==> src/rtl/psum_drain_accumulator.sv <==
// Column drain: sums partial-sum vectors across K-tile passes, requantizes, queues results.
// Optional fused ReLU on requantized output: define PSUM_RELU_EN.
module psum_drain_accumulator #(
    parameter int P_BITWIDTH   = 40,
    parameter int ACC_BITWIDTH = 48,
    parameter int OUT_BITWIDTH = 16,
    parameter int VEC_LEN      = 16,
    parameter int FIFO_DEPTH   = 8,
    parameter int PASS_CNT_W   = 6
) (
    input  logic                    clk,
    input  logic                    rst,
    input  logic                    cfg_start,
    input  logic [PASS_CNT_W-1:0]   cfg_pass_num,
    input  logic [5:0]              cfg_shift,
    input  logic [P_BITWIDTH-1:0]   p_data_in,
    input  logic                    p_valid_in,
    output logic [OUT_BITWIDTH-1:0] o_data,
    output logic                    o_valid,
    input  logic                    o_ready,
    output logic                    busy,
    output logic                    overflow_err
);

    localparam int EW = $clog2(VEC_LEN);
    localparam int AW = $clog2(FIFO_DEPTH);

    localparam logic signed [ACC_BITWIDTH:0] ONE = (ACC_BITWIDTH+1)'(1);
    localparam logic signed [ACC_BITWIDTH:0] SAT_MAX =
        {{(ACC_BITWIDTH-OUT_BITWIDTH+2){1'b0}}, {(OUT_BITWIDTH-1){1'b1}}};
    localparam logic signed [ACC_BITWIDTH:0] SAT_MIN =
        {{(ACC_BITWIDTH-OUT_BITWIDTH+2){1'b1}}, {(OUT_BITWIDTH-1){1'b0}}};

    typedef enum logic [1:0] {
        IDLE,
        ACCUM,
        FLUSH
    } state_t;

    state_t                    state;
    logic [EW-1:0]             elem_cnt;
    logic [PASS_CNT_W-1:0]     pass_cnt;
    logic [PASS_CNT_W-1:0]     last_pass;
    logic [5:0]                shift_q;

    logic signed [ACC_BITWIDTH-1:0] acc_mem [VEC_LEN];
    logic signed [ACC_BITWIDTH-1:0] p_ext;
    logic signed [ACC_BITWIDTH-1:0] sum_now;
    logic                           take;
    logic                           is_first;
    logic                           is_last;
    logic                           elem_last;

    logic                           s_valid;
    logic signed [ACC_BITWIDTH-1:0] s_sum;
    logic                           rq_valid;
    logic [OUT_BITWIDTH-1:0]        rq_data;
    logic [OUT_BITWIDTH-1:0]        rq_next;

    logic signed [ACC_BITWIDTH:0]   sum_w;
    logic signed [ACC_BITWIDTH:0]   rnd;
    logic signed [ACC_BITWIDTH:0]   shifted;

    logic [OUT_BITWIDTH-1:0] fifo_mem [FIFO_DEPTH];
    logic [AW-1:0]           wr_ptr;
    logic [AW-1:0]           rd_ptr;
    logic [AW:0]             count;
    logic                    full;
    logic                    pop;
    logic                    wr_en;

    assign p_ext     = {{(ACC_BITWIDTH-P_BITWIDTH){p_data_in[P_BITWIDTH-1]}}, p_data_in};
    assign take      = (state == ACCUM) && p_valid_in && !cfg_start;
    assign is_first  = (pass_cnt == '0);
    assign is_last   = (pass_cnt == last_pass);
    assign elem_last = (elem_cnt == EW'(VEC_LEN-1));
    assign sum_now   = is_first ? p_ext : acc_mem[elem_cnt] + p_ext;

    assign busy = (state != IDLE);

    // Element slots are revisited VEC_LEN cycles apart, so no forwarding is needed.
    always_ff @(posedge clk) begin
        if (take && !is_last)
            acc_mem[elem_cnt] <= sum_now;
    end

    always_ff @(posedge clk or negedge rst) begin
        if (!rst) begin
            state     <= IDLE;
            elem_cnt  <= '0;
            pass_cnt  <= '0;
            last_pass <= '0;
            shift_q   <= '0;
            s_valid   <= 1'b0;
            s_sum     <= '0;
        end else if (cfg_start) begin
            state     <= ACCUM;
            elem_cnt  <= '0;
            pass_cnt  <= '0;
            last_pass <= (cfg_pass_num == '0) ? '0 : cfg_pass_num - PASS_CNT_W'(1);
            shift_q   <= cfg_shift;
            s_valid   <= 1'b0;
        end else begin
            s_valid <= take && is_last;
            if (take && is_last)
                s_sum <= sum_now;
            if (take) begin
                if (elem_last) begin
                    elem_cnt <= '0;
                    if (is_last)
                        state <= FLUSH;
                    else
                        pass_cnt <= pass_cnt + PASS_CNT_W'(1);
                end else begin
                    elem_cnt <= elem_cnt + EW'(1);
                end
            end
            if (state == FLUSH && !s_valid && !rq_valid && count == '0)
                state <= IDLE;
        end
    end

    always_comb begin
        sum_w   = {s_sum[ACC_BITWIDTH-1], s_sum};
        rnd     = (shift_q == '0) ? '0 : (ONE << (shift_q - 6'd1));
        shifted = (sum_w + rnd) >>> shift_q;
        if (shifted > SAT_MAX)
            rq_next = {1'b0, {(OUT_BITWIDTH-1){1'b1}}};
        else if (shifted < SAT_MIN)
            rq_next = {1'b1, {(OUT_BITWIDTH-1){1'b0}}};
        else
            rq_next = shifted[OUT_BITWIDTH-1:0];
`ifdef PSUM_RELU_EN
        if (rq_next[OUT_BITWIDTH-1])
            rq_next = '0;
`endif
    end

    always_ff @(posedge clk or negedge rst) begin
        if (!rst) begin
            rq_valid <= 1'b0;
            rq_data  <= '0;
        end else if (cfg_start) begin
            rq_valid <= 1'b0;
        end else begin
            rq_valid <= s_valid;
            rq_data  <= rq_next;
        end
    end

    assign full    = (count == (AW+1)'(FIFO_DEPTH));
    assign o_valid = (count != '0);
    assign o_data  = o_valid ? fifo_mem[rd_ptr] : '0;
    assign pop     = o_valid && o_ready;
    // A full FIFO still takes a write when the head leaves in the same cycle.
    assign wr_en   = rq_valid && (!full || pop);

    always_ff @(posedge clk) begin
        if (wr_en)
            fifo_mem[wr_ptr] <= rq_data;
    end

    always_ff @(posedge clk or negedge rst) begin
        if (!rst) begin
            wr_ptr       <= '0;
            rd_ptr       <= '0;
            count        <= '0;
            overflow_err <= 1'b0;
        end else if (cfg_start) begin
            wr_ptr       <= '0;
            rd_ptr       <= '0;
            count        <= '0;
            overflow_err <= 1'b0;
        end else begin
            if (rq_valid && full && !pop)
                overflow_err <= 1'b1;
            if (wr_en)
                wr_ptr <= wr_ptr + AW'(1);
            if (pop)
                rd_ptr <= rd_ptr + AW'(1);
            case ({wr_en, pop})
                2'b10:   count <= count + (AW+1)'(1);
                2'b01:   count <= count - (AW+1)'(1);
                default: count <= count;
            endcase
        end
    end

endmodule
==> config.mk <==
export PLATFORM = sky130hd
export DESIGN_NAME = psum_drain_accumulator
export DESIGN_NICKNAME = d
export VERILOG_FILES = /design/src/rtl/psum_drain_accumulator.sv
export SDC_FILE = /design/constraint.sdc
export NUM_CORES = 2
export LEC_CHECK = 0
export CAP_MARGIN = 25
export CORE_MARGIN = 1.5
export CORE_UTILIZATION = 60
export DETAILED_ROUTE_END_ITERATION = 10
export HOLD_SLACK_MARGIN = 0.03
export PLACE_DENSITY_LB_ADDON = 0.2
export SLEW_MARGIN = 10
export SYNTH_ARGS = -nofsm -noshare
export SYNTH_HDL_FRONTEND = slang
export SYNTH_SLANG_ARGS = --single-unit
export TNS_END_PERCENT = 20
==> constraint.sdc <==
create_clock -name clk -period 9.75 [get_ports clk]
set_clock_uncertainty 0.2 [all_clocks]
set_input_delay 1.4625 -clock clk [delete_from_list [all_inputs] [get_ports clk]]
set_output_delay 1.4625 -clock clk [all_outputs]
set_load 0.03 [all_outputs]
==> summary.md <==
| Metric | Value |
|---|---|
| Final std cells w/o fill | 4527 |
| Via count | 31.3k |
| Relative slew slack | 26.5% |
| Initial DRC count | 3950 |
| Mapped Cells | 3304 |
| Power Density | 203 nW/um2 |
| Initial Utilization | 61.0% |
| RSZ-0062 raised after global routing | no |
| Final wirelength | 136000 um |
| Area grow syn2layout | 11.5% |
| Share of cells above drive strength 1 | 18.7% |
| N_diodes | 0 |
| Chip width | 287 um |
| Final Max Tran Viols | 0 |
| Final core utilization | 68.0% |
| Top post-synthesis cells by area | edfxtp_1 (56%), mux4_2 (13%), dfrtp_1 (5.2%) |
| Max Fclk | 123 MHz |
| Number of synthesized flops with an enable pin | 896 |
| Final hold violations | 0 |
| Worst Setup Start Kind | register |
| Dominant cell type by area after synthesis | edfxtp_1 |
| CTS tree | yes |
| Leak | 0.0183 uW |
| CP max stage delay | 0.88 ns |
| Worst path cell trace | buf_4 > nor2_1 > nand2_1 > nor2_1 > ha_1 > inv_1 > fa_1 > nand2b_1 > a211oi_1 > o21ai_1 > a211oi_2 > a31oi_1 > xnor2_1 > mux2i_1 > a222oi_1 > o22ai_1 > a211o_1 > o21ai_0 > nor4b_1 > a41oi_1 > o31a_1 > o32ai_1 |
| Worst-path maximum fanout | 29 |
| Status | finished, final reports clean |
| Vias per cell | 6.90 |
| WL met1 | 54600 um |
| Port-buffer cells | 75 |
| Routed length on met2 | 63700 um |
| Number of CTS-inserted buffers | 95 |
| Row cnt | 103 |
| Largest net degree at the start of global routing | 110 |
| Hold_buf cts | 0 |
| Share of flip-flops with an asynchronous set or reset | 10.1% |
| Tot GR Track Use | 33.0% |
| Vias in the first global route | 30.7k |
| Clock Root Buffer | clkbuf_16 |
| Slowest-stage cell, CP | a222oi_1 |
| Worst min-delay path category | register to register |
| Sink Count | 997 |
| Worst Path Arrival | 8.50 ns |
| Synth warn | 0 |
| Clock buffer depth | 3 |
| DRC viols | 0 |
| Met3 routed WL | 13400 um |
| # nets final | 3568 |
| Data required time of the worst path | 10.09 ns |
| Critical path class | register to register |
| Syn nets | 3471 |
| Max VDD drop | 179 uV |
| Area post-placement | 50600 um2 |
| Number of synthesized register bits | 997 |
| Register area share after synthesis | 60.8% |
| Cts repair resizes | 0 |
| Synth Cell Area | 48400 um2 |
| Synth unique cells | 91 |
| Worst setup EP type | register |
| Final critical path time including I/O delays and setup | 8.16 ns |
| Final TNS setup | 0 ns |
| Die height | 287 um |
| Most frequent CP cell | nor2_1 |
| Top Ports | 76 |
| CTS clk-pin slew, worst paths | 0.06 ns |
| Post-route cell area | 54000 um2 |
| Worst skew pair latency | 0.69 ns |
| H-tree level count | 3 |
| Final Wtd Congestion | 1.02 |
| Drt wl/cell | 30.0 um |
| Post-CTS setup buffers | 0 |
| Max layer used | met5 |
| CORE AREA | 79400 um2 |
| Die footprint | 82400 um2 |
| Grt total ovfl | 0 |
| ANT nets after route | 0 |
| Drt pass-1 iters | 7 |
| Ys flop type | edfxtp_1 |
| Crit share post-route | 83.7% |
| Maxcap violations | 0 |
| Placed cells | 4329 |
| DP HPWL | 84000 um |
| Final setup vio count | 0 |
| Initial antenna violation count | 7 |
| Measured slew at the worst slew-check pin | 1.10 ns |
| Global-route wire length before repair | 200000 um |
| Share of the synthesized area in the top cell type | 55.6% |
| Syn_area_per_cell | 14.6 um2 |
kinds of logic (layout without fill, tap and decap cells):
family | Yosys count | count (layout) | share of synthesized area, %
AOI/OAI and AO/OA | 640 | 640 | 8.90
xor gates and xnor gates | 105 | 105 | 1.90
adders and majority gates | 110 | 110 | 2.89
buffers and inverters | 232 | 405 | 1.86
DFF | 997 | 997 | 60.8
muxes | 409 | 409 | 15.9
and+or+nand+nor | 811 | 811 | 7.69
registers in the layout, indices dropped and copies added, names as in the netlist:
signal        count
wr_ptr            3
rd_ptr            3
last_pass         6
s_sum            48
state             2
acc_mem         768
s_valid           1
count             4
overflow_err      1
pass_cnt          6
shift_q           6
elem_cnt          4
rq_data          16
fifo_mem        128
rq_valid          1
synthesized netlist by cell type, types with 19 or more instances:
library cell  count
a211oi_1         44
buf_1            46
or3_1            19
xnor2_1          57
nand4_1          27
xor2_1           48
nor3_1           67
edfxtp_1        896
a21o_1           55
nor2_1          268
nand2_1         263
dfrtp_1         101
nand2b_1         29
clkbuf_1        123
inv_1            49
mux2i_1          79
ha_1            107
and3_1           19
nand3_1          38
mux4_2          285
o21ai_0         118
mux2_2           45
a21oi_1         169
report_power, final:
| group | internal [uW] | switching [uW] | leakage [uW] |
|---|---|---|---|
| logic | 919 | 1410 | 0.00749 |
| registers | 4820 | 201 | 0.00930 |
| clock network | 1990 | 1640 | 0.00151 |
| total | 7720 | 3240 | 0.0183 |
routing by layer:
layer	vias to the layer above	track usage [%]
li1	13300	-
met1	15800	47.8
met2	1837	51.9
met3	296	5.87
met4	14	9.43
met5	-	0
cell type report:
class                   instances  area, um2
clock buffers                 121       2610
well taps                    1050       1310
repair buffers                182       1700
inverters                      50        188
fillers                      5342      25400
multi-input cells            2075      18200
flip-flops and latches        997      29500
clock inverters                52        462
path summary, 6_finish.rpt:
kind                             from          to  slack [ns]  cells past startpoint
min in group asynchronous         rst  shift_q[5]        0.58                      1
max                        shift_q[5]  rq_data[9]        1.59                     22
min                         s_sum[44]   s_sum[44]        0.29                      2
max in group asynchronous         rst   s_sum[10]        7.61                      3
max reg2reg                shift_q[5]  rq_data[9]        1.59                     22
min reg2reg                 s_sum[44]   s_sum[44]        0.29                      2
metrics by stage:
step	hold WS, ns	total power, uW	setup WS (ns)
after global placement	0.278	7300	1.70
after global routing	0.327	11300	1.31
after CTS	0.299	10900	1.33
after detailed placement	0.279	7350	1.44
final	0.294	11000	1.59
after floorplan	0.245	6580	2.55
worst max-delay path, delay by kind of cell, from the launching register on:
| kind | cells | cell delay, ns |
|---|---|---|
| simple gates | 5 | 1.75 |
| xor+xnor | 1 | 0.41 |
| buf+inv | 2 | 0.31 |
| flops | 1 | 0.36 |
| compound gates | 11 | 4.23 |
| fa+ha+maj | 2 | 0.63 |
| mux | 1 | 0.14 |
layout by cell type (no fill, tap or decap), drive strengths merged, types with 11 or more instances in the layout:
| cell | n |
|---|---|
| or3 | 19 |
| a21oi | 171 |
| xor2 | 48 |
| and2 | 19 |
| o211ai | 17 |
| nand2 | 263 |
| nand3 | 38 |
| nor2b | 11 |
| ha | 107 |
| xnor2 | 57 |
| o32ai | 16 |
| a221oi | 11 |
| o31ai | 16 |
| mux2 | 45 |
| edfxtp | 896 |
| buf | 107 |
| dfrtp | 101 |
| o21ai | 129 |
| nand4 | 27 |
| nand2b | 29 |
| clkinv | 41 |
| o21a | 18 |
| nor4 | 15 |
| inv | 55 |
| mux2i | 79 |
| nor3 | 68 |
| clkbuf | 122 |
| and3 | 19 |
| a31oi | 16 |
| a21o | 55 |
| mux4 | 285 |
| o21bai | 15 |
| a211o | 14 |
| clkdlybuf4s50 | 74 |
| nor2 | 268 |
| a211oi | 46 |
Power figures use the tool's default switching activity.
